[config.mk]
export PLATFORM = sky130hd
export DESIGN_NAME = uio_bus_scheduler
export DESIGN_NICKNAME = d
export VERILOG_FILES = /design/src/rtl/uio_bus_scheduler.sv
export SDC_FILE = /design/constraint.sdc
export NUM_CORES = 1
export LEC_CHECK = 0
export CORE_ASPECT_RATIO = 0.8
export CORE_MARGIN = 1.5
export CORE_UTILIZATION = 37
export CTS_BUF_LIST = sky130_fd_sc_hd__clkbuf_16
export DETAILED_ROUTE_END_ITERATION = 12
export GPL_TIMING_DRIVEN = 0
export PLACE_DENSITY = 0.84
export SYNTH_ARGS = -nofsm -noshare
export SYNTH_HDL_FRONTEND = slang
export SYNTH_SLANG_ARGS = --single-unit
[constraint.sdc]
create_clock -name clk -period 1.7 [get_ports clk]
set_clock_uncertainty 0.05 [all_clocks]
set_input_delay 0.17 -clock clk [delete_from_list [all_inputs] [get_ports clk]]
set_output_delay 0.17 -clock clk [all_outputs]
set_load 0.01 [all_outputs]
[src/rtl/uio_bus_scheduler.sv]
// uio_bus_scheduler: round-robin time-sharing of the uio pad bus with bounded hold and turnaround gap
module uio_bus_scheduler #(
  parameter int NREQ       = 4,
  parameter int MAX_HOLD   = 16,
  parameter int TURNAROUND = 1
) (
  input  logic              clk,
  input  logic              rst,
  input  logic              ena,
  input  logic [NREQ-1:0]   req,
  input  logic [NREQ-1:0]   dir,
  input  logic [NREQ*8-1:0] wdata,
  input  logic [NREQ-1:0]   done,
  output logic [NREQ-1:0]   gnt,
  output logic [7:0]        rdata,
  output logic              rvalid,
  output logic              busy,
  input  logic [7:0]        uio_in,
  output logic [7:0]        uio_out,
  output logic [7:0]        uio_oe
);
  localparam int SW = (NREQ > 1) ? $clog2(NREQ) : 1;
  localparam int HW = $clog2(MAX_HOLD);
  typedef enum logic [1:0] {IDLE, TURN, OWN} state_t;
  state_t            state_q, state_d;
  logic [SW-1:0]     ptr_q, ptr_d, sel_q, sel_d, pick;
  logic              dir_q, dir_d, rvalid_q, rvalid_d, rel;
  logic [HW-1:0]     hcnt_q, hcnt_d;
  logic [1:0]        tcnt_q, tcnt_d;
  logic [NREQ-1:0]   gnt_q, gnt_d;
  logic [7:0]        rdata_q, rdata_d;

  function automatic logic [SW-1:0] wrap(input int s);
    return SW'(s >= NREQ ? s - NREQ : s);
  endfunction

  // Descending scan so the requester closest to ptr wins
  always_comb begin
    pick = ptr_q;
    for (int k = NREQ - 1; k >= 0; k--)
      if (req[wrap(int'(ptr_q) + k)]) pick = wrap(int'(ptr_q) + k);
  end

  always_comb begin
    state_d  = state_q;
    ptr_d    = ptr_q;
    sel_d    = sel_q;
    dir_d    = dir_q;
    hcnt_d   = hcnt_q;
    tcnt_d   = tcnt_q;
    gnt_d    = gnt_q;
    rvalid_d = (state_q == OWN) && !dir_q;
    rdata_d  = rvalid_d ? uio_in : rdata_q;
    rel      = done[sel_q] || !req[sel_q] || (hcnt_q == HW'(MAX_HOLD - 1));
    if (state_q == IDLE && |req) begin
      sel_d = pick;
      dir_d = dir[pick];
      if (TURNAROUND == 0) begin
        state_d = OWN;
        gnt_d   = NREQ'(1) << pick;
        hcnt_d  = '0;
      end else begin
        state_d = TURN;
        tcnt_d  = 2'(TURNAROUND - 1);
      end
    end else if (state_q == TURN) begin
      if (!req[sel_q]) state_d = IDLE;
      else if (tcnt_q == '0) begin
        state_d = OWN;
        gnt_d   = NREQ'(1) << sel_q;
        hcnt_d  = '0;
      end else tcnt_d = tcnt_q - 2'd1;
    end else if (state_q == OWN) begin
      hcnt_d = hcnt_q + 1'b1;
      if (rel) begin
        state_d = IDLE;
        gnt_d   = '0;
        ptr_d   = wrap(int'(sel_q) + 1);
      end
    end
  end

  always_ff @(posedge clk) begin
    if (rst) begin
      state_q  <= IDLE;
      ptr_q    <= '0;
      sel_q    <= '0;
      dir_q    <= 1'b0;
      hcnt_q   <= '0;
      tcnt_q   <= '0;
      gnt_q    <= '0;
      rdata_q  <= '0;
      rvalid_q <= 1'b0;
    end else if (ena) begin
      state_q  <= state_d;
      ptr_q    <= ptr_d;
      sel_q    <= sel_d;
      dir_q    <= dir_d;
      hcnt_q   <= hcnt_d;
      tcnt_q   <= tcnt_d;
      gnt_q    <= gnt_d;
      rdata_q  <= rdata_d;
      rvalid_q <= rvalid_d;
    end
  end

  assign gnt     = gnt_q;
  assign rdata   = rdata_q;
  assign rvalid  = rvalid_q;
  assign busy    = state_q != IDLE;
  assign uio_oe  = (state_q == OWN && dir_q) ? 8'hFF : 8'h00;
  assign uio_out = (state_q == OWN && dir_q) ? wdata[8*sel_q +: 8] : 8'h00;
endmodule
# After elaboration in Yosys (flattened, before gate mapping)
# Cells that the tools add are included.
# totals
regBits,26
inputBits,55
out_inout_bits,30
word_cells,110
# op_classes
addsub,11
n_lt_le_gt_ge,11
n_eq_ne,7
shifts,2
muxes,44
bitwise_logic,2
n_reduce_logical,24
# op_table
cell,count
$mux 2,19
$mux 4,9
$shiftx 32x6->8,1
$lt 2x3->1 const B,6
$mux 8,2
$bmux 1 s2,7
$ge 3x3->1 const B,4
$sub 2x1->2 const B,6
$reduce_and 5->1,2
$reduce_bool 2->1,5
$reduce_and 4->1,2
$mux 1,7
$add 2x1->3 const B,2
$add 2x2->3 const B,2
$reduce_and 6->1,1
$reduce_bool 3->1,2
$add 4x1->4 const B,1
$eq 4x4->1 const B,1
$logic_not 2->1,2
$ne 2x2->1 const B,2
$ne 4x3->1 const B,1
$reduce_and 2->1,2
$reduce_or 4->1,1
$shl 1x2->4 const A,1
8 further kinds,13

# Longest topological paths before layout
# Gate-level depths: netlist (run 1).
# depth
word_depth,11
ltp_mapped,8
ltp_nobuf,7

# Worst setup path before layout (run 1)
# Ideal clock, no wire load.
# synth_timing
path_type,reg2reg
start,reg sel_q[1]
end,reg gnt_q[0] (netlist: gnt[0])
setup_time_ns,0.117
arrival_ns,1.605
required_ns,1.533
setup_slack_ns,-0.072
stages_incl_launch_ff,7
path_buffers,1
synth_period_minus_slack_ns,1.772
path_cell_list,dfxtp_1 buf_4 mux4_1 nand2_1 a211oi_1 o21ai_1 a22o_1
# synth_via
elab_chain_len,7
word_cells_on_any_way,14
classes_between,eq/ne: 1; shift: 1; mux: 7; reduce/logical: 5
# synth_rtl
element,line_no,rtl
start: declaration,26,"logic [SW-1:0] ptr_q, ptr_d, sel_q, sel_d, pick;"
start signal: assignment,97,sel_q <= sel_d;
$bmux 1 s2,"54, 67",
$mux 1 (not written as such),"54, 67",
$logic_not 1->1,-,
$logic_or 1x1->1 (2 in series),54,rel = done[sel_q] || !req[sel_q] || (hcnt_q == HW'(MAX_HOLD - 1));
$reduce_bool 2->1 (no line),-,
$reduce_and 6->1 (no line),-,
end signal: assignment,101,gnt_q <= gnt_d;
end: declaration,30,"logic [NREQ-1:0] gnt_q, gnt_d;"
# Several ways; a longest one is shown, not always the timed one. The select of a mux whose other input is x is not followed.
# A chain may end at the register's enable or synchronous reset.

# Worst setup path in the final report (run 1)
# layout_timing
start,reg state_q[1]
end,reg state_q[0]
# layout_via
elab_chain_len,4
word_cells_on_any_way,10
classes_between,eq/ne: 3; mux: 2; reduce/logical: 5
# layout_rtl
element,line_no,rtl
start: declaration,25,"state_t state_q, state_d;"
start signal: assignment,95,state_q <= state_d;
$logic_not 2->1,55,if (state_q == IDLE && |req) begin
$logic_and 1x1->1,55,
$ne 4x3->1 (no line) / $reduce_bool 3->1 (equally long branches),-,
$reduce_and 4->1 (no line),-,
# Several ways; a longest one is shown, not always the timed one.

==> results.yml, run 1 <==
grt:
  grt.total_usage_pct: 23.4
  antenna_found_initial: 0
  grt.overflow.total: 0
  grt_pass1_wl_um: 9190
  grt_max_degree: 15
  grt_pass1_vias: 1904
floorplanning:
  die_h_um: 64.0
  core-area_um2: 4340
  start_util_pct: 39.7
  die_w_um: 79.3
  ioPinCount: 85
  die-area_um2: 5080
  fp-row-count: 21
sta:
  period_needed_ns: 1.94
  hold_viol_final: 0
  drv_slew: 0
  worstMarginPinSlew_ns: 0.550
  worst_slack_ns: -0.241
  rsz0062_at_grt: "true"
  max_slew_margin_pct: 62.9
  max_freq_mhz: 515
  period_share_pct: 114
  setup_viol: 22
critical_path:
  arrival_ns: 2.07
  crit_type: "reg -> reg"
  r2r_slack_ns: -0.24
  reg2reg_to: "state_q[0]"
  worstSetupEndpointType: "flop"
  startpoint_type: "flop"
  critPathMaxFanout: 4
  rr_startpoint: "state_q[1]"
  cp.required_ns: 1.83
  r2r_cells: 8
final_layout:
  area_growth_syn_to_layout_pct: 77.1
  antenna_cells: 0
  layout_commonest_cell: "clkdlybuf4s50_1"
  multi_input_area_um2: 1160
  seqCellArea_um2: 531
  final_nets: 361
  drive_above_1_share_pct: 37.8
  nFillCells: 302
  fin_util_pct: 70.4
  postLayoutCellArea_um2: 3050
  final_cell_mix: "clkdlybuf4s50_1 (61), buf_4 (24), buf_6 (23), nand2_1 (22), dfxtp_1 (22)"
detailed_routing:
  drc: 0
  detail_route.wl_per_cell_um: 18.7
  viasPerCell: 5.52
  drt_iter0_drc: 181
  routed_wl_um: 6610
  via_count: 1950
  drtPass1Iterations: 4
  final_antenna_net_count: 0
placed_design:
  portBuffers: 81
  dp_hpwl_um: 3810
  gp_congestion: 0.795
  post-place-ws_ns: -0.624
  place_area_um2: 2620
worst_hold_path:
  min_to: "tcnt_q[0]"
  hold_depth: 3
  hold_path_class: "in -> reg"
  min_from: "ena"
power_and_ir_drop:
  leakagePower_nw: 1.25
  p_per_area_nw_per_um2: 618
  power_w: 0.00189
  ir_worst_vdd_uv: 433
clock_network:
  clk_pin_slew_worst_paths_ns: 0.07
  cts.path.max_buffers: 2
  clk_latency_ns: 0.27
  htreeDepth: 1
  cts_buffers: 3
  clkSinkCount: 26
  root_buffer: "clkbuf_16"
  cts_tree: "built"
  cts-hold-fix-buffers: 0
logic_synthesis:
  syn_inst: 185
  netlist-cell-type-count: 43
  synth_seq_area_share_pct: 30.2
  synth_seq_cells: 26
  syn-cell-area_um2: 1720
  avgSynthCellArea_um2: 9.31
  yosysWarningCount: 0
  synth_nets: 249
status:
  violations: "negative setup slack"
  status: "finished with violations"
run:
  maxCapViolations: 0
-- repair_timing --
item / CTS / global route
buffers inserted: 16 / 11
pin swaps: 13 / 22
gates resized for setup: 76 / 43
setup endpoints to repair: 32 / 29
cloned: 3 / 0
-- cell usage after synthesis (all sizes together) --
cell	instances	area share, %
a41oi	1	0.51
mux4	10	13
o221a	1	0.65
and2	9	3.3
o31a	1	0.58
and3	1	0.44
nor4b	1	0.87
nor2b	2	0.73
or3	1	0.36
ha	9	6.5
o41a	2	1.3
mux2i	5	2.9
buf	14	7.0
nand3b	1	0.44
o221ai	1	0.51
nor3	4	1.2
and3b	2	1.0
inv	10	2.2
dlygate4sd1	1	0.51
a211oi	3	1.6
o21ai	5	1.5
a32oi	1	0.51
a31o	1	0.51
o41ai	1	0.51
a21oi	15	4.4
clkbuf	3	0.65
nand2	24	5.2
or4	1	0.44
nand3	3	0.87
a32o	1	0.58
nand4	1	0.36
o211a	1	0.58
nand2b	5	1.8
or2	1	0.36
a22o	5	2.5
a311oi	1	0.51
nor2	10	2.2
dfxtp	26	30
and2b	1	0.51
-- power by group --
group / internal [W] / switching (W) / total (W)
Clock: 0.000315 / 0.000219 / 0.000534
Sequential: 0.000636 / 0.0000252 / 0.000661
Combinational: 0.000393 / 0.000297 / 0.000690
Total: 0.00134 / 0.000541 / 0.00189
-- worst max-delay path by stage --
stage                           from          to  cells past startpoint
after floorplan             sel_q[1]  state_q[0]                      5
after global placement        req[1]      gnt[3]                      6
after detailed placement      req[1]      gnt[2]                      6
after CTS                 state_q[1]      gnt[2]                      8
after global routing      state_q[1]      gnt[0]                      8
final                     state_q[1]  state_q[0]                      8
-- layout make-up --
type / count / share of cell area (%)
multi-input combinational: 132 / 37.9
tap: 57 / 2.34
clock inverter: 1 / 0.123
sequential: 26 / 17.4
inverter: 10 / 1.31
timing repair buffer: 108 / 33.7
buffer: 16 / 4.72
clock buffer: 3 / 2.46
-- cells by family after synthesis --
kind of cell,after synthesis,synth area share (%)
AND/OR/NAND/NOR,67,20.0
AO/OA/AOI/OAI,40,16.7
buffers and inverters,28,10.3
flip-flops,26,30.2
multiplexers,15,16.2
adder cells (fa/ha/maj),9,6.54
-- registers in the layout, summed over array words and instances (netlist names) --
register / count
hcnt_q: 4
state_q: 2
gnt: 4
rdata: 8
rvalid: 1
tcnt_q: 2
sel_q: 2
dir_q: 1
ptr_q: 2
-- critical path: stages (launching register included) --
cell and delay [ns]:
dfxtp_2 0.35, inv_2 0.06, ha_4 0.15, o41a_1 0.13
buf_6 0.15, buf_4 0.13, o41a_1 0.47, and3b_1 0.21
a211oi_2 0.16
-- metal layers --
layer / track usage (%) / share of wire (%) / up-vias
met5: 0 / 0 / -
met4: 7.89 / 5.0 / 0
met3: 4.00 / 6.4 / 30
met2: 39.2 / 50 / 95
met1: 30.5 / 39 / 943
li1: - / - / 882
-- through the flow --
| stage | setup TNS [ns] | std cells | hold slack [ns] |
|---|---|---|---|
| after global routing | -3.85 | 353 | 0.154 |
| after floorplan | -0.00418 | 185 | 0.256 |
| after detailed placement | -14.89 | 323 | 0.394 |
| final | -2.63 | 353 | 0.161 |
| after global placement | -13.93 | 323 | 0.391 |
| after CTS | -1.50 | 345 | 0.157 |
Note: power is estimated with default switching activity, not from simulation.
==> run 2: changes to the inputs <==
CORE_ASPECT_RATIO = 1.2   (was 0.8)
==> run 2 against run 1 <==
Compared with the run above: the flow still finishes with violations (negative setup slack); final cell count increased by 1.4%; wire length is 8.0% lower; worst hold slack lost 0.0079 ns; combinational power up 2%; global-route usage fell by 1.1 points; flip-flop and latch count did not move; largest power group unchanged.
==> results.yml, run 2 (synthesized netlist as in run 1, its figures left out) <==
power_and_ir_drop:
  p_int_w: 0.00136
  p_switching_w: 0.000534
  switching_share_pct: 28.3
  leakagePower_nw: 1.29
  clkPwrFrac_pct: 27.6
  p_per_area_nw_per_um2: 612
  ir_worst_vdd_uv: 683
  sequentialPowerShare_pct: 35.2
  combinationalPowerShare_pct: 37.1
clock_network:
  cts.path.max_buffers: 2
  clkSinkCount: 26
  htreeDepth: 1
  clk_pin_slew_worst_paths_ns: 0.06
  cts_tree: "built"
  root_buffer: "clkbuf_16"
  cts-hold-fix-buffers: 0
  cts_buffers: 3
  clk_latency_ns: 0.26
placed_design:
  dp_cells: 324
  gp_congestion: 0.888
  dp_hpwl_um: 3640
  post-place-ws_ns: -0.599
  portBuffers: 81
sta:
  worstMarginPinSlew_ns: 0.501
  drv_slew: 0
  holdWs_ns: 0.153
  period_needed_ns: 1.85
  hold_viol_final: 0
  worst_slack_ns: -0.153
  tns_ns: -1.77
  rsz0062_at_grt: "true"
  max_slew_margin_pct: 66.6
  max_freq_mhz: 540
  period_share_pct: 109
  setup_viol: 20
final_layout:
  area_growth_syn_to_layout_pct: 79.0
  layout_commonest_cell: "clkdlybuf4s50_1"
  final_nets: 365
  final_cell_mix: "clkdlybuf4s50_1 (60), buf_4 (35), dfxtp_1 (22), nand2_1 (21), buf_6 (18)"
  antenna_cells: 0
  seqCellArea_um2: 533
  largest_reg_flops: 8
  drive_above_1_share_pct: 37.7
  final_cell_count_no_fill: 358
  multi_input_area_um2: 1180
  nFillCells: 356
critical_path:
  cp.required_ns: 1.48
  critPathMaxFanout: 5
  worstSetupEndpointType: "output pin"
  startpoint_type: "flop"
  endpoint: "uio_out[6]"
  reg2reg_to: "state_q[0]"
  crit_type: "reg -> out"
  rr_startpoint: "sel_q[1]"
  r2r_slack_ns: -0.13
  r2r_cells: 5
  arrival_ns: 1.63
  startpoint: "sel_q[0]"
grt:
  grt_pass1_wl_um: 8750
  grt_max_degree: 15
  grt.overflow.total: 0
  grt.total_usage_pct: 22.3
  grt_pass1_vias: 1777
  antenna_found_initial: 0
worst_hold_path:
  hold_path_class: "in -> reg"
detailed_routing:
  met3_length_um: 538
  drt-met1-wl_um: 2150
  final_antenna_net_count: 0
  drtPass1Iterations: 6
  via_count: 1888
  top_layer: "met4"
  wl_met2_um: 3290
  detail_route.wl_per_cell_um: 17.0
  drc: 0
  drt_iter0_drc: 57
  routed_wl_um: 6080
  viasPerCell: 5.27
floorplanning:
  ioPinCount: 85
  die_w_um: 65.3
  core-area_um2: 4530
  die_h_um: 77.8
  fp-row-count: 27
  die-area_um2: 5080
  start_util_pct: 38.1
status:
  violations: "negative setup slack"
  status: "finished with violations"
run:
  maxCapViolations: 0
-- run 2: power by group through the flow --
stage               registers, W  logic [W]  clock network (W)
global placement        0.000669   0.000493                  0
CTS                     0.000662   0.000587           0.000532
detailed placement      0.000670   0.000501                  0
floorplan               0.000671   0.000275                  0
global route            0.000666   0.000749           0.000567
finish                  0.000665   0.000702           0.000522
-- run 2: worst min-delay path by stage --
stage	startpoint	end	slack, ns	cells after the start
4_1_cts	ena	sel_q[1]	0.15	3
6_report	ena	sel_q[1]	0.15	3
3_5_place_dp	tcnt_q[0]	tcnt_q[0]	0.40	2
5_1_grt	ena	sel_q[1]	0.17	3
3_3_place_gp	rdata[1]	rdata[1]	0.39	2
2_1_floorplan	uio_in[0]	rdata[0]	0.26	2
-- run 2: final cells by class --
class	count	area share [%]
Clock buffer	3	2.43
Tap cell	58	2.35
Timing Repair Buffer	111	33.4
Clock inverter	1	0.122
Sequential cell	26	17.3
Multi-Input combinational cell	132	38.1
Buffer	17	4.79
Inverter	10	1.46
-- run 2: stage by stage --
step | area [um^2] | util (%) | total power (W)
finish | 3080 | 68.1 | 0.00189
global route | 3080 | 68.1 | 0.00198
CTS | 2870 | 63.4 | 0.00178
detailed placement | 2620 | 57.8 | 0.00117
global placement | 2620 | 57.8 | 0.00116
floorplan | 1730 | - | 0.000946
-- run 2: layer usage --
metal | vias up | GRT usage, %
li1 | 899 | -
met1 | 881 | 23.7
met2 | 100 | 42.8
met3 | 8 | 5.80
met4 | 0 | 5.42
met5 | - | 0
-- run 2: critical path, cell delays in order, from the launching register on --
cell	delay, ns
dfxtp_4	0.36
buf_6	0.12
buf_4	0.11
mux4_2	0.50
and2_4	0.16
buf_6	0.11
-- run 2: repair_timing --
item	4_1_cts	5_1_grt
gates resized for setup	80	30
setup endpoints to repair	31	24
hold endpoints to repair	0	0
gates cloned	2	0
pin swaps	14	15
buffers inserted	14	15
==> run 3: changes to the inputs <==
HOLD_SLACK_MARGIN = 0.15   (was not set)
PLACE_DENSITY = 0.8   (was 0.84)
==> run 3 against run 2 <==
Compared with the run above: the flow still finishes with violations (negative setup slack); sequential power barely moved; maximum frequency barely moved; clock power rose by 3%; setup slack improved by 0.0011 ns; via count fell by 1.2%; largest power group unchanged; flip-flop and latch count did not move; worst hold slack improved by 0.13 ns; first-iteration DRC count fell by 25%; count of clock-buffer cells in the layout did not move; die area did not move; critical path depth did not move.
==> results.yml, run 3 (synthesized netlist as in run 1, its figures left out) <==
sta:
  setup_viol: 19
  max_slew_margin_pct: 68.5
  hold_viol_final: 0
  worst_slack_ns: -0.152
  worstMarginPinSlew_ns: 0.468
  max_freq_mhz: 540
  period_share_pct: 109
  drv_slew: 0
  rsz0062_at_grt: "true"
  period_needed_ns: 1.85
placed_design:
  dp_hpwl_um: 3650
  portBuffers: 81
  gp_congestion: 0.758
  place_area_um2: 2620
  post-place-ws_ns: -0.654
grt:
  grt_pass1_wl_um: 8320
  grt.busiest_layer: "met2"
  use_met2_pct: 37.2
  grt.total_usage_pct: 20.8
  grt.overflow.total: 0
  use_met3_pct: 7.39
  antenna_found_initial: 0
  met1_usage_pct: 22.6
  grt_pass1_vias: 1783
  grt_max_degree: 15
final_layout:
  drive_above_1_share_pct: 36.8
  largest_reg_flops: 8
  area_growth_syn_to_layout_pct: 78.7
  layout_commonest_cell: "clkdlybuf4s50_1"
  antenna_cells: 0
  final_nets: 364
  nFillCells: 349
  final_cell_mix: "clkdlybuf4s50_1 (61), buf_6 (24), buf_4 (23), nand2_1 (22), dfxtp_1 (22)"
  postLayoutCellArea_um2: 3080
critical_path:
  arrival_ns: 1.63
  slowest_stage: "mux4_2"
  startpoint_type: "flop"
  crit_type: "reg -> out"
  critPathMaxFanout: 5
  r2r_cells: 5
  path_cells: "buf_6, buf_6, mux4_2, and2_1, buf_2"
  worstSetupEndpointType: "output pin"
  cp.required_ns: 1.48
  slowest_delay_ns: 0.48
  critPathMostFrequentCell: "buf_6"
worst_hold_path:
  hold_path_class: "in -> reg"
  hold_depth: 3
detailed_routing:
  drc: 0
  viasPerCell: 5.23
  routed_wl_um: 5620
  final_antenna_net_count: 0
  drtPass1Iterations: 4
  detail_route.wl_per_cell_um: 15.7
  drt_iter0_drc: 43
  via_count: 1866
power_and_ir_drop:
  ir_worst_vdd_uv: 418
  p_per_area_nw_per_um2: 616
  clkPwrFrac_pct: 28.3
  sequentialPowerShare_pct: 34.9
  power_w: 0.00190
  p_switching_w: 0.000537
  leakagePower_nw: 1.27
  combinationalPowerShare_pct: 36.7
  p_int_w: 0.00136
  switching_share_pct: 28.3
clock_network:
  clkSinkCount: 26
  cts.path.max_buffers: 2
  htreeDepth: 1
  cts_tree: "built"
  cts_buffers: 3
  clk_latency_ns: 0.27
  root_buffer: "clkbuf_16"
  clk_pin_slew_worst_paths_ns: 0.07
floorplanning:
  die_w_um: 65.3
  fp-row-count: 27
  die-area_um2: 5080
  start_util_pct: 38.1
  die_h_um: 77.8
  ioPinCount: 85
  core-area_um2: 4530
status:
  violations: "negative setup slack"
  status: "finished with violations"
run:
  maxCapViolations: 0
==> run 3: repair_timing <==
action	CTS	global route
hold endpoints to repair	1	0
hold buffers	1	0
buffers inserted	18	10
endpoints found under the setup margin	30	31
cloned	2	0
pin swaps	15	16
gates resized for setup	77	40
==> run 3: worst max-delay path: cells and delay by family, from the launching register on <==
family                 cells  cell delay [ns]
buffers and inverters      3             0.35
muxes                      1             0.48
and+or+nand+nor            1             0.16
DFF                        1             0.37
==> run 3: worst paths after layout <==
check,startpoint,endpoint,slack [ns]
min reg2reg,rdata[3],rdata[3],0.41
max,sel_q[0],uio_out[6],-0.15
max reg2reg,sel_q[1],gnt[3],-0.11
min,rst,dir_q,0.28
==> run 3: per-stage QoR <==
step	cells	util (%)	TNS, ns	hold WS, ns
6_report	357	68.0	-1.71	0.284
5_1_grt	357	68.0	-2.91	0.317
4_1_cts	348	63.8	-1.63	0.273
3_5_place_dp	324	57.8	-14.44	0.397
3_3_place_gp	324	57.8	-13.98	0.391
2_1_floorplan	185	-	-0.00418	0.256
==> run 3: layout make-up <==
| class | instances | area, um^2 | share of cell area, % |
|---|---|---|---|
| Clock inverter | 1 | 3.75 | 0.122 |
| Sequential cell | 26 | 531 | 17.2 |
| Inverter | 10 | 42.5 | 1.38 |
| Timing Repair Buffer | 111 | 1020 | 33.2 |
| Buffer | 16 | 159 | 5.16 |
| Clock buffer | 3 | 75.1 | 2.44 |
| Tap cell | 58 | 72.6 | 2.36 |
| Multi-Input combinational cell | 132 | 1170 | 38.1 |
==> run 3: layer usage <==
layer / part of all wire, % / vias up
met5: 0 / -
met4: 1.7 / 0
met3: 11 / 9
met2: 50 / 99
met1: 38 / 868
li1: - / 890
==> run 3: power by group through the flow <==
stage / combinational [W] / sequential (W) / clock, W
2_1_floorplan: 0.000275 / 0.000671 / 0
5_1_grt: 0.000743 / 0.000665 / 0.000568
6_report: 0.000697 / 0.000663 / 0.000537
4_1_cts: 0.000606 / 0.000659 / 0.000539
3_3_place_gp: 0.000494 / 0.000670 / 0
3_5_place_dp: 0.000503 / 0.000671 / 0
==> edit 1 (settings of run 1) <==
Encoding of `state_t`: now one-hot (3 bits for 3 states).
--- a/src/rtl/uio_bus_scheduler.sv
+++ b/src/rtl/uio_bus_scheduler.sv
@@ -22,5 +22,5 @@
   localparam int SW = (NREQ > 1) ? $clog2(NREQ) : 1;
   localparam int HW = $clog2(MAX_HOLD);
-  typedef enum logic [1:0] {IDLE, TURN, OWN} state_t;
+  typedef enum logic [2:0] {IDLE = 3'b001, TURN = 3'b010, OWN = 3'b100} state_t;
   state_t            state_q, state_d;
   logic [SW-1:0]     ptr_q, ptr_d, sel_q, sel_d, pick;
Formal check against the unedited RTL: same outputs for any inputs over 4 cycles, from zero or initial values and one cycle with rst high; so few cycles prove little.
==> edit 1 against run 1 <==
  * The flow still finishes with violations (negative setup slack)
  * Total power is 14% lower
  * Sequential cell count is 1 higher
  * Design area is 1.4% lower
  * Synthesized area is 1.6% higher
  * Worst setup slack worse by 22 ps
  * Global-route usage is 1.3 points lower
  * Routed wire length is 6.0% lower
  * Maximum frequency is 1.1% lower
  * Die area is 1.5% higher
==> edit 1: results (changes against run 1) <==
| Metric | Value |
|---|---|
| Nets | 366 (+1.4%) |
| CP top delay family | multiplexers |
| Post-synthesis adder-cell area fraction | 4.29% (-2.2 points) |
| Post-Syn Nets | 254 (+2.0%) |
| Setup violators final | 27 (+23%) |
| HPWL after detailed placement | 3860 um (+1.5%) |
| Drt total wl | 6210 um (-6.0%) |
| Starting DRT DRC Count | 118 (-35%) |
| Hold EP | rdata[4] |
| Commonest cells post-synth | 27 x dfxtp_1, 20 x a21oi_1, 18 x nand2_1, 16 x nor2_1, 14 x nor2b_1 |
| P_leak | 0.00120 uW (-4.0%) |
| Critical Path Max Stage Delay | 370 ps (-100 ps) |
| RR Endpoint | state_q[2] |
| GPL Wtd Cong | 0.771 (-3.0%) |
| Compound-Gate Fraction of Synth Area | 14.2% (-2.6 points) |
| Worst r2r src | sel_q[0] |
| VDD IR-drop max | 664 uV (+53%) |
| Failing checks | negative setup slack |
| Multiplexer share of the synthesized area | 19.1% (+2.9 points) |
| Synth top area cells | dfxtp_1 31%, mux4_1 14%, a21oi_1 5.7% |
| Share of layout cells above drive strength 1 | 26.6% (-11 points) |
| Status | finished, violations left |
| Final worst slack | -264 ps (-22.1 ps) |
| Gr usage total | 22.2% (-1.3 points) |
| Hold WS | 171 ps (+10.1 ps) |
==> edit 1: cell types whose count changed in the layout (fill, tap and decap cells not counted), sizes merged, moves of 3 or more <==
cell / before / now
a21oi: 15 / 20
nor2b: 2 / 14
nand3: 3 / 11
nand2: 24 / 18
nor3: 4 / 1
dlymetal6s2s: 0 / 3
a22o: 5 / 0
buf: 51 / 41
ha: 9 / 6
o21ai: 5 / 12
a211oi: 3 / 0
and2: 10 / 0
nor2: 10 / 18
clkdlybuf4s50: 61 / 66
==> edit 1: timing repair <==
| item | in CTS | in global routing |
|---|---|---|
| resized for setup | 66 | 22 |
| endpoints found under the hold margin | 0 | 0 |
| gates cloned | 1 | 1 |
| hold buffers | 0 | 0 |
| endpoints found under the setup margin | 43 | 40 |
| pin swaps | 9 | 8 |
| setup buffers | 17 | 6 |
==> edit 1: stage by stage <==
| stage | instances | utilization [%] |
|---|---|---|
| after global placement | 335 | 57.9 |
| after CTS | 357 | 63.5 |
| after floorplan | 193 | - |
| final | 364 | 65.8 |
| after global routing | 364 | 65.8 |
| after detailed placement | 335 | 57.9 |
==> edit 1: area by class of cell <==
type | count | area [um^2]
plain buffers | 15 | 106
clock buffers | 3 | 75.1
clock inverters | 1 | 7.51
fillers | 361 | 1560
inverters | 9 | 43.8
multi-input cells | 143 | 1120
flip-flops and latches | 27 | 552
well taps | 60 | 75.1
repair buffers | 106 | 1020
==> edit 1: per-layer routing <==
metal  track usage [%]  up-vias  wire length [um]
met3              4.93       23               385
met1              28.9      887              2460
li1                  -      909                 -
met4              4.96        0               163
met5                 0        -                 0
met2              37.3       79              3210
==> edit 1: power breakdown <==
group	internal, uW	switching [uW]	total [uW]	leakage (uW)
combinational	246	149	395	0.000940
clock	321	235	556	0.0000371
sequential	642	20.5	663	0.000220
total	1210	405	1610	0.00120
==> edit 2 (config.mk and constraints of run 1) <==
Without the edit above. The parameter `NREQ` goes from 4 to 2.
--- a/src/rtl/uio_bus_scheduler.sv
+++ b/src/rtl/uio_bus_scheduler.sv
@@ -1,5 +1,5 @@
 // uio_bus_scheduler: round-robin time-sharing of the uio pad bus with bounded hold and turnaround gap
 module uio_bus_scheduler #(
-  parameter int NREQ       = 4,
+  parameter int NREQ       = 2,
   parameter int MAX_HOLD   = 16,
   parameter int TURNAROUND = 1
Ports: changed (5 resized); port bits go from 85 to 61. The function was not compared with the original's and may differ.
==> edit 2 against run 1 <==
  * The flow still finishes with violations (negative setup slack)
  * Count of clock-buffer cells in the layout unchanged
  * Total power down 15%
  * Worst setup slack better by 190 ps
  * First-iteration DRC count down 75%
  * Synthesized area down 26%
  * Design area down 26%
  * Utilization up 0.57 points
  * Global-route usage down 2.9 points
  * Synthesized cell count down 15%
  * Routed wire length down 43%
  * Sequential cell count down 4
==> edit 2: results (changes against run 1) <==
| Metric | Value |
|---|---|
| Comb pwr share | 24.3% (-12 points) |
| Dpl ws | -398 ps (+227 ps) |
| Post-DR wirelength/cell | 13.9 um (-26%) |
| Layout fillers | 248 (-18%) |
| HPWL after detailed placement | 2540 um (-33%) |
| Vias per std cell | 5.08 (-8.1%) |
| Met3 wire len | 196 um (-53%) |
| Setup violators final | 3 (-86%) |
| Commonest cells post-synth | 22 x dfxtp_1, 21 x nand2_1, 15 x nor2_1, 14 x a21oi_1 |
| Post-Syn Nets | 196 (-21%) |
| Failing checks | negative setup slack |
| Met3 usage | 5.47% (+1.5 points) |
| Synth Area in XOR/XNOR | 0.684% (+0.68 points) |
| Seq/Total Area, Yosys | 34.4% (+4.2 points) |
| Post-synthesis adder-cell area fraction | 5.67% (-0.87 points) |
| Cell area after placement | 0.00196 mm^2 (-25%) |
| Multiplexer share of the synthesized area | 10.4% (-5.8 points) |
| Setup TNS | -106 ps (+2530 ps) |
| Post-synthesis cell type count | 40 (-7.0%) |
| PwrDens | 707 mW/mm^2 (+14%) |
| Critical Path AT | 1840 ps (-230 ps) |
| GPL Wtd Cong | 0.854 (+7.4%) |
| M1 GR Usage | 24.8% (-5.7 points) |
| Sw Share | 23.7% (-4.9 points) |
| Final worst slack | -50.0 ps (+191 ps) |
| First-pass GRT wire length | 6130 um (-33%) |
| Status | finished, violations left |
| Largest net degree at the start of global routing | 14 (-1) |
| Nets | 272 (-25%) |
| Root Buffer | clkbuf_16 |
| Share of layout cells above drive strength 1 | 28.8% (-9.1 points) |
| Slew @ Worst Pin | 501 ps (-48.3 ps) |
| Met1 Wirelength | 1660 um (-35%) |
| CP top delay family | simple AND/OR/NAND/NOR gates |
| Clock group | 655 uW (+23%) |
| P_leak | 0.000906 uW (-27%) |
| Hold WS | 281 ps (+120 ps) |
| GR Util met2 | 35.3% (-3.9 points) |
| VDD IR-drop max | 408 uV (-5.8%) |
## edit 2: stage by stage
step           util, %  std cells
2_1_floorplan        -        158
4_1_cts           70.1        273
6_report          70.9        273
3_5_place_dp      61.2        257
3_3_place_gp      61.2        257
5_1_grt           70.9        273
## edit 2: cell type report
type / instances / area [um^2] / share of cell area (%)
Multi-Input combinational cell: 111 / 858 / 37.8
Timing Repair Buffer: 75 / 681 / 30.0
Sequential cell: 22 / 457 / 20.1
Clock buffer: 3 / 75.1 / 3.31
Buffer: 10 / 66.3 / 2.92
Inverter: 11 / 51.3 / 2.26
Tap cell: 40 / 50.0 / 2.21
Clock inverter: 1 / 30.0 / 1.32
## edit 2: repair_timing
action | in CTS | in global routing
pin swaps | 9 | 6
gates resized for setup | 52 | 17
buffers inserted | 14 | 2
setup endpoints to repair | 23 | 31
## edit 2: path summary, 6_finish.rpt
kind,to,start,cells after the start
max reg2reg,ptr_q,state_q[1],5
max,ptr_q,state_q[1],5
min reg2reg,rdata[4],rdata[4],2
min,state_q[1],ena,3
